<file path="src/rtl/mem_access_if.sv">
// Bundles the request, memory and response signals of the load/store sequencer.
// The unit sits on the slave modport; the pipeline, memory and writeback side use the master modport.
interface mem_access_if;
   logic        req_valid;
   logic        req_ready;
   logic        req_we;
   logic        req_byte;
   logic        req_hi;
   logic [15:0] req_addr;
   logic [15:0] req_wdata;
   logic        mem_write_en;
   logic [15:0] mem_addr;
   logic [15:0] mem_write_data;
   logic [15:0] mem_read_data;
   logic        rsp_valid;
   logic        rsp_ready;
   logic [15:0] rsp_data;
   logic        rsp_err;

   modport slave (
      input  req_valid, req_we, req_byte, req_hi, req_addr, req_wdata,
      input  mem_read_data, rsp_ready,
      output req_ready, mem_write_en, mem_addr, mem_write_data,
      output rsp_valid, rsp_data, rsp_err
   );

   modport master (
      output req_valid, req_we, req_byte, req_hi, req_addr, req_wdata,
      output mem_read_data, rsp_ready,
      input  req_ready, mem_write_en, mem_addr, mem_write_data,
      input  rsp_valid, rsp_data, rsp_err
   );
endinterface

</file>
<file path="src/rtl/mem_access_unit.sv">
// Load/store sequencer between EX/MEM and the 16x16 data memory; byte stores use read-modify-write.
// Optional MEM_ACCESS_SIGN_EXT_EN: byte loads sign-extend instead of zero-extend.
//
// state  | meaning
// IDLE   | ready for a request; out-of-range addresses go straight to RESP
// ACCESS | memory addressed: loads capture data, word store writes, byte store reads old word
// WRITE  | byte store writes the merged word
// RESP   | response presented until rsp_ready
module mem_access_unit #(
   parameter int DEPTH = 16
) (
   input logic         clk,
   input logic         reset,
   mem_access_if.slave bus
);
   typedef enum logic [1:0] {IDLE, ACCESS, WRITE, RESP} state_t;

   state_t      stateQ, stateD;
   logic        weQ, byteQ, hiQ;
   logic [15:0] addrQ, wdataQ, oldQ;
   logic [15:0] rspDataQ;
   logic        rspErrQ;

   logic        outOfRange;
   logic [7:0]  selByte;
   logic [15:0] loadByte;
   logic [15:0] mergedData;
   logic        memWe;
   logic [15:0] memWd;
   logic        reqReady;
   logic        rspValid;

   assign outOfRange = ({16'h0000, bus.req_addr} >= 32'(DEPTH));
   assign selByte    = hiQ ? bus.mem_read_data[15:8] : bus.mem_read_data[7:0];
`ifdef MEM_ACCESS_SIGN_EXT_EN
   assign loadByte   = {{8{selByte[7]}}, selByte};
`else
   assign loadByte   = {8'h00, selByte};
`endif
   assign mergedData = hiQ ? {wdataQ[7:0], oldQ[7:0]} : {oldQ[15:8], wdataQ[7:0]};

   always_ff @(posedge clk or posedge reset) begin
      if (reset) stateQ <= IDLE;
      else       stateQ <= stateD;
   end

   always_comb begin
      stateD   = stateQ;
      memWe    = 1'b0;
      memWd    = wdataQ;
      reqReady = 1'b0;
      rspValid = 1'b0;
      case (stateQ)
         IDLE: begin
            reqReady = 1'b1;
            if (bus.req_valid) stateD = outOfRange ? RESP : ACCESS;
         end
         ACCESS: begin
            memWe  = weQ & ~byteQ;
            stateD = (weQ & byteQ) ? WRITE : RESP;
         end
         WRITE: begin
            memWe  = 1'b1;
            memWd  = mergedData;
            stateD = RESP;
         end
         RESP: begin
            rspValid = 1'b1;
            if (bus.rsp_ready) stateD = IDLE;
         end
         default: stateD = IDLE;
      endcase
   end

   // Request fields and response data; the response regs only change outside RESP, so they hold under backpressure.
   always_ff @(posedge clk or posedge reset) begin
      if (reset) begin
         weQ      <= 1'b0;
         byteQ    <= 1'b0;
         hiQ      <= 1'b0;
         addrQ    <= 16'h0000;
         wdataQ   <= 16'h0000;
         oldQ     <= 16'h0000;
         rspDataQ <= 16'h0000;
         rspErrQ  <= 1'b0;
      end else begin
         if (stateQ == IDLE && bus.req_valid) begin
            weQ      <= bus.req_we;
            byteQ    <= bus.req_byte;
            hiQ      <= bus.req_hi;
            addrQ    <= bus.req_addr;
            wdataQ   <= bus.req_wdata;
            rspDataQ <= 16'h0000;
            rspErrQ  <= outOfRange;
         end
         if (stateQ == ACCESS) begin
            if (!weQ)         rspDataQ <= byteQ ? loadByte : bus.mem_read_data;
            if (weQ && byteQ) oldQ     <= bus.mem_read_data;
         end
      end
   end

   assign bus.req_ready      = reqReady;
   assign bus.mem_write_en   = memWe;
   assign bus.mem_addr       = addrQ;
   assign bus.mem_write_data = memWd;
   assign bus.rsp_valid      = rspValid;
   assign bus.rsp_data       = rspDataQ;
   assign bus.rsp_err        = rspErrQ;
endmodule

</file>
<file path="src/flat_wrapper.sv">
// flat-port wrapper written by rule: the top's interface ports become plain ports
module mem_access_unit_flat 
#(
   parameter int DEPTH = 16
)
  (clk, reset, bus_req_valid, bus_req_we, bus_req_byte, bus_req_hi, bus_req_addr, bus_req_wdata, bus_mem_read_data, bus_rsp_ready, bus_req_ready, bus_mem_write_en, bus_mem_addr, bus_mem_write_data, bus_rsp_valid, bus_rsp_data, bus_rsp_err);
  mem_access_if bus_i ();
  input logic clk;
  input logic reset;
  input wire logic [$bits(bus_i.req_valid)-1:0] bus_req_valid;
  input wire logic [$bits(bus_i.req_we)-1:0] bus_req_we;
  input wire logic [$bits(bus_i.req_byte)-1:0] bus_req_byte;
  input wire logic [$bits(bus_i.req_hi)-1:0] bus_req_hi;
  input wire logic [$bits(bus_i.req_addr)-1:0] bus_req_addr;
  input wire logic [$bits(bus_i.req_wdata)-1:0] bus_req_wdata;
  input wire logic [$bits(bus_i.mem_read_data)-1:0] bus_mem_read_data;
  input wire logic [$bits(bus_i.rsp_ready)-1:0] bus_rsp_ready;
  output wire logic [$bits(bus_i.req_ready)-1:0] bus_req_ready;
  output wire logic [$bits(bus_i.mem_write_en)-1:0] bus_mem_write_en;
  output wire logic [$bits(bus_i.mem_addr)-1:0] bus_mem_addr;
  output wire logic [$bits(bus_i.mem_write_data)-1:0] bus_mem_write_data;
  output wire logic [$bits(bus_i.rsp_valid)-1:0] bus_rsp_valid;
  output wire logic [$bits(bus_i.rsp_data)-1:0] bus_rsp_data;
  output wire logic [$bits(bus_i.rsp_err)-1:0] bus_rsp_err;
  assign bus_i.req_valid = bus_req_valid;
  assign bus_i.req_we = bus_req_we;
  assign bus_i.req_byte = bus_req_byte;
  assign bus_i.req_hi = bus_req_hi;
  assign bus_i.req_addr = bus_req_addr;
  assign bus_i.req_wdata = bus_req_wdata;
  assign bus_i.mem_read_data = bus_mem_read_data;
  assign bus_i.rsp_ready = bus_rsp_ready;
  assign bus_req_ready = bus_i.req_ready;
  assign bus_mem_write_en = bus_i.mem_write_en;
  assign bus_mem_addr = bus_i.mem_addr;
  assign bus_mem_write_data = bus_i.mem_write_data;
  assign bus_rsp_valid = bus_i.rsp_valid;
  assign bus_rsp_data = bus_i.rsp_data;
  assign bus_rsp_err = bus_i.rsp_err;
  mem_access_unit #(.DEPTH(DEPTH)) u_core (.clk(clk), .reset(reset), .bus(bus_i));
endmodule
</file>
<file path="config.mk">
export PLATFORM = sky130hd
export DESIGN_NAME = mem_access_unit_flat
export DESIGN_NICKNAME = d
export VERILOG_FILES = /design/src/rtl/mem_access_if.sv /design/src/rtl/mem_access_unit.sv /design/src/flat_wrapper.sv
export SDC_FILE = /design/constraint.sdc
export NUM_CORES = 1
export LEC_CHECK = 0
export ABC_AREA = 0
export BUFFER_PORTS_ARGS = -buffer_cell sky130_fd_sc_hd__buf_2
export CAP_MARGIN = 30
export CORE_ASPECT_RATIO = 0.75
export CORE_MARGIN = 3
export CORE_UTILIZATION = 50
export DETAILED_ROUTE_END_ITERATION = 10
export GPL_TIMING_DRIVEN = 0
export MAX_ROUTING_LAYER = met4
export PLACE_DENSITY_LB_ADDON = 0.2
export SLEW_MARGIN = 20
export SYNTH_ARGS = -nofsm -noshare
export SYNTH_HDL_FRONTEND = slang
export SYNTH_SLANG_ARGS = --single-unit
</file>
<file path="constraint.sdc">
create_clock -name clk -period 2.7 [get_ports clk]
set_input_delay 0.135 -clock clk [delete_from_list [all_inputs] [get_ports clk]]
set_output_delay 0.135 -clock clk [all_outputs]
set_load 0.05 [all_outputs]
</file>
==> out/metrics.cfg <==
[timing]
worst_slew_pin_slew_ns=0.484
finalSetupViolCount=0
rsz0062_at_grt=false
fin_crit_sh_pct=85.5
fmax_mhz=433
hold_viol=0
skew_ns=0.00602
period_needed_ns=2.31
slew_headroom_pct=67.4
tns_ns=0
final_max_slew_viol_count=0

[layout]
areaGrowthSynthToFinish_pct=28.2
diodes=0
n_fill_cell=466
utilization_pct=67.7
drive_gt1_share_pct=55.9
nets=402

[drt]
via_count=2194
dr.pass1.iters=4
drc=0
wl_um=7130
drt-vias-per-instance=5.16
drt-initial-drc-count=69
drtAntennaViolNets=0
avgRoutedWirePerCell_um=16.8

[global_route]
grt.total_usage_pct=21.4
grt_pass1_vias=2221
grt_use_met2_pct=32.1
grt_pass1_wl_um=11300
grt_max_degree=50
use_met1_pct=28.2
met3_usage_pct=7.69
grt-ovfl-total=0
top_usage_layer=met2
antenna_found_initial=0

[clock_tree]
clock_latency_ns=0.34
cts_tree=done
cts_setup_buffers=0
cts_buffers=9
clk_pin_slew_worst_paths_ns=0.07
root_buffer=clkbuf_8
cts.htree.levels=3
cts-resized-gates=0
clockBufferDepth=2
cts_sinks=70

[synth]
syn_nets=280
synth_cell_type_count=28
postSynth.asyncResetShare_pct=100
yosysSeqAreaShare_pct=56.1
syn-cell-area_um2=3120
synth_common_cells=dfrtp_1 (70), mux2_2 (59), mux2i_1 (17)
yosys-top-cells-area=dfrtp_1 (56%), mux2_2 (21%), mux2i_1 (5.4%)
postSynthAreaPerCell_um2=14.2
ys_ff_latch=70
synth_edf_count=0
yosysMostFrequentCell=dfrtp_1
syn-instance-count=220
synth_top_area_share_pct=56.1
ys_warn_count=0
yosysTopAreaCell=dfrtp_1
dominantRegCellSynth=dfrtp_1

[job]
maxCapViolations=0

[floorplanning]
die_area_um2=7240
dieHeight_um=74.5
ios=107
coreArea_um2=5920
rows=24
initial_core_util_pct=52.8
dieWidth_um=97.3

[status]
outcome=finished, final reports clean

[placement]
io_buffers=106
dp_hpwl_um=5440
place_congestion=0.788

[setup_path]
cp.arrival_ns=2.17
critPathRequiredTime_ns=2.57
crit_fanout=10
startpoint_type=flip-flop
critPathCaptureType=output pin
worstSetupPathType=flip-flop to output pin

[min_path]
worstHoldPathType=primary input to flip-flop

==> logic make-up after synthesis <==
| logic type | Yosys count | share of synthesized area [%] |
|---|---|---|
| AND/OR/NAND/NOR | 23 | 3.77 |
| multiplexers | 76 | 26.7 |
| buffers and inverters | 14 | 3.04 |
| flip-flops | 70 | 56.1 |
| adder cells (fa/ha/maj) | 5 | 2.00 |
| AO/OA/AOI/OAI | 32 | 8.41 |
==> what timing repair did <==
action,CTS,global route
endpoints found under the hold margin,21,3
endpoints found under the setup margin,0,0
hold buffers,1,3
==> critical path, stage by stage (launching register included) <==
cell and delay [ns]:
dfrtp_1 0.40, inv_1 0.15, ha_1 0.17, buf_2 0.22, buf_1 0.36, nor2_1 0.10
a21oi_1 0.14, buf_2 0.28
==> area by class of cell <==
cell class | count | area, um^2 | share of cell area, %
multi-input cells | 136 | 1280 | 31.9
plain buffers | 10 | 80.1 | 2.00
well taps | 78 | 97.6 | 2.44
inverters | 4 | 17.5 | 0.437
repair buffers | 111 | 598 | 14.9
clock buffers | 11 | 151 | 3.78
flip-flops and latches | 70 | 1750 | 43.7
clock inverters | 5 | 32.5 | 0.812
==> sequential cells by signal, indices dropped and copies added, names as in the netlist <==
signal and count:
u_core.bus.mem_addr 16, u_core.bus.rsp_data 16, u_core.bus.rsp_err 1, u_core.byteQ 1
u_core.hiQ 1, u_core.oldQ 16, u_core.stateQ 2, u_core.wdataQ 16
u_core.weQ 1
==> cell usage in the layout, fill, tap and decap left out <==
| cell | netlist | final |
|---|---|---|
| ha_1 | 5 | 5 |
| nand2b_1 | 1 | 1 |
| inv_6 | 0 | 1 |
| nand3_2 | 1 | 1 |
| nor2b_1 | 4 | 4 |
| o2bb2ai_1 | 8 | 8 |
| buf_4 | 3 | 3 |
| mux2i_1 | 17 | 17 |
| or2_1 | 1 | 1 |
| nand2_1 | 2 | 2 |
| o41a_1 | 1 | 1 |
| mux2_2 | 59 | 59 |
| buf_1 | 2 | 2 |
| a21boi_0 | 1 | 1 |
| a21oi_4 | 1 | 1 |
| buf_6 | 4 | 4 |
| inv_4 | 0 | 1 |
| a21o_1 | 1 | 1 |
| dlygate4sd3_1 | 0 | 4 |
| inv_1 | 3 | 2 |
| clkinv_2 | 0 | 3 |
| buf_2 | 1 | 107 |
| nor4_1 | 3 | 3 |
| a21oi_1 | 8 | 8 |
| clkinv_1 | 1 | 1 |
| a32o_1 | 8 | 8 |
| buf_16 | 0 | 1 |
| a41o_1 | 1 | 1 |
| clkinv_4 | 0 | 1 |
| o31ai_1 | 1 | 1 |
| clkbuf_8 | 0 | 11 |
| nor2_1 | 10 | 10 |
| dfrtp_1 | 70 | 70 |
| nand2_2 | 1 | 1 |
| a31oi_1 | 2 | 2 |
==> stage by stage <==
step | std cells | area, um^2 | hold WS [ns] | worst slack [ns]
after global routing | 425 | 4010 | 0.00236 | 0.254
after floorplan | 220 | 3120 | 0.285 | 0.639
after CTS | 422 | 3980 | 0.00143 | 0.380
after global placement | 404 | 3750 | 0.366 | -0.00831
after detailed placement | 405 | 3780 | 0.119 | 0.767
final | 425 | 4010 | 0.0205 | 0.392
==> path summary, 6_finish.rpt <==
check | startpoint | endpoint | slack, ns | depth (start not counted)
max reg2reg | u_core.stateQ[1] | u_core.wdataQ[6] | 0.97 | 5
min reg2reg | u_core.bus.rsp_err | u_core.bus.rsp_err | 0.48 | 1
min | bus_req_wdata[2] | u_core.wdataQ[2] | 0.02 | 2
min in group asynchronous | reset | u_core.bus.mem_addr[2] | 0.30 | 3
max | u_core.stateQ[0] | bus_mem_write_data[13] | 0.39 | 7
max in group asynchronous | reset | u_core.bus.rsp_data[2] | 1.87 | 4
==> metal layers <==
metal  wire length (um)  share of wire (%)  vias up
met5                  0                  0        -
met4                 64               0.90        0
met3                331                4.6        5
met2               3270                 46       61
met1               3460                 49     1073
li1                   -                  -     1055
Power is not shown: default switching activity piles up to over one toggle a cycle in this logic, so the estimate is an artifact.
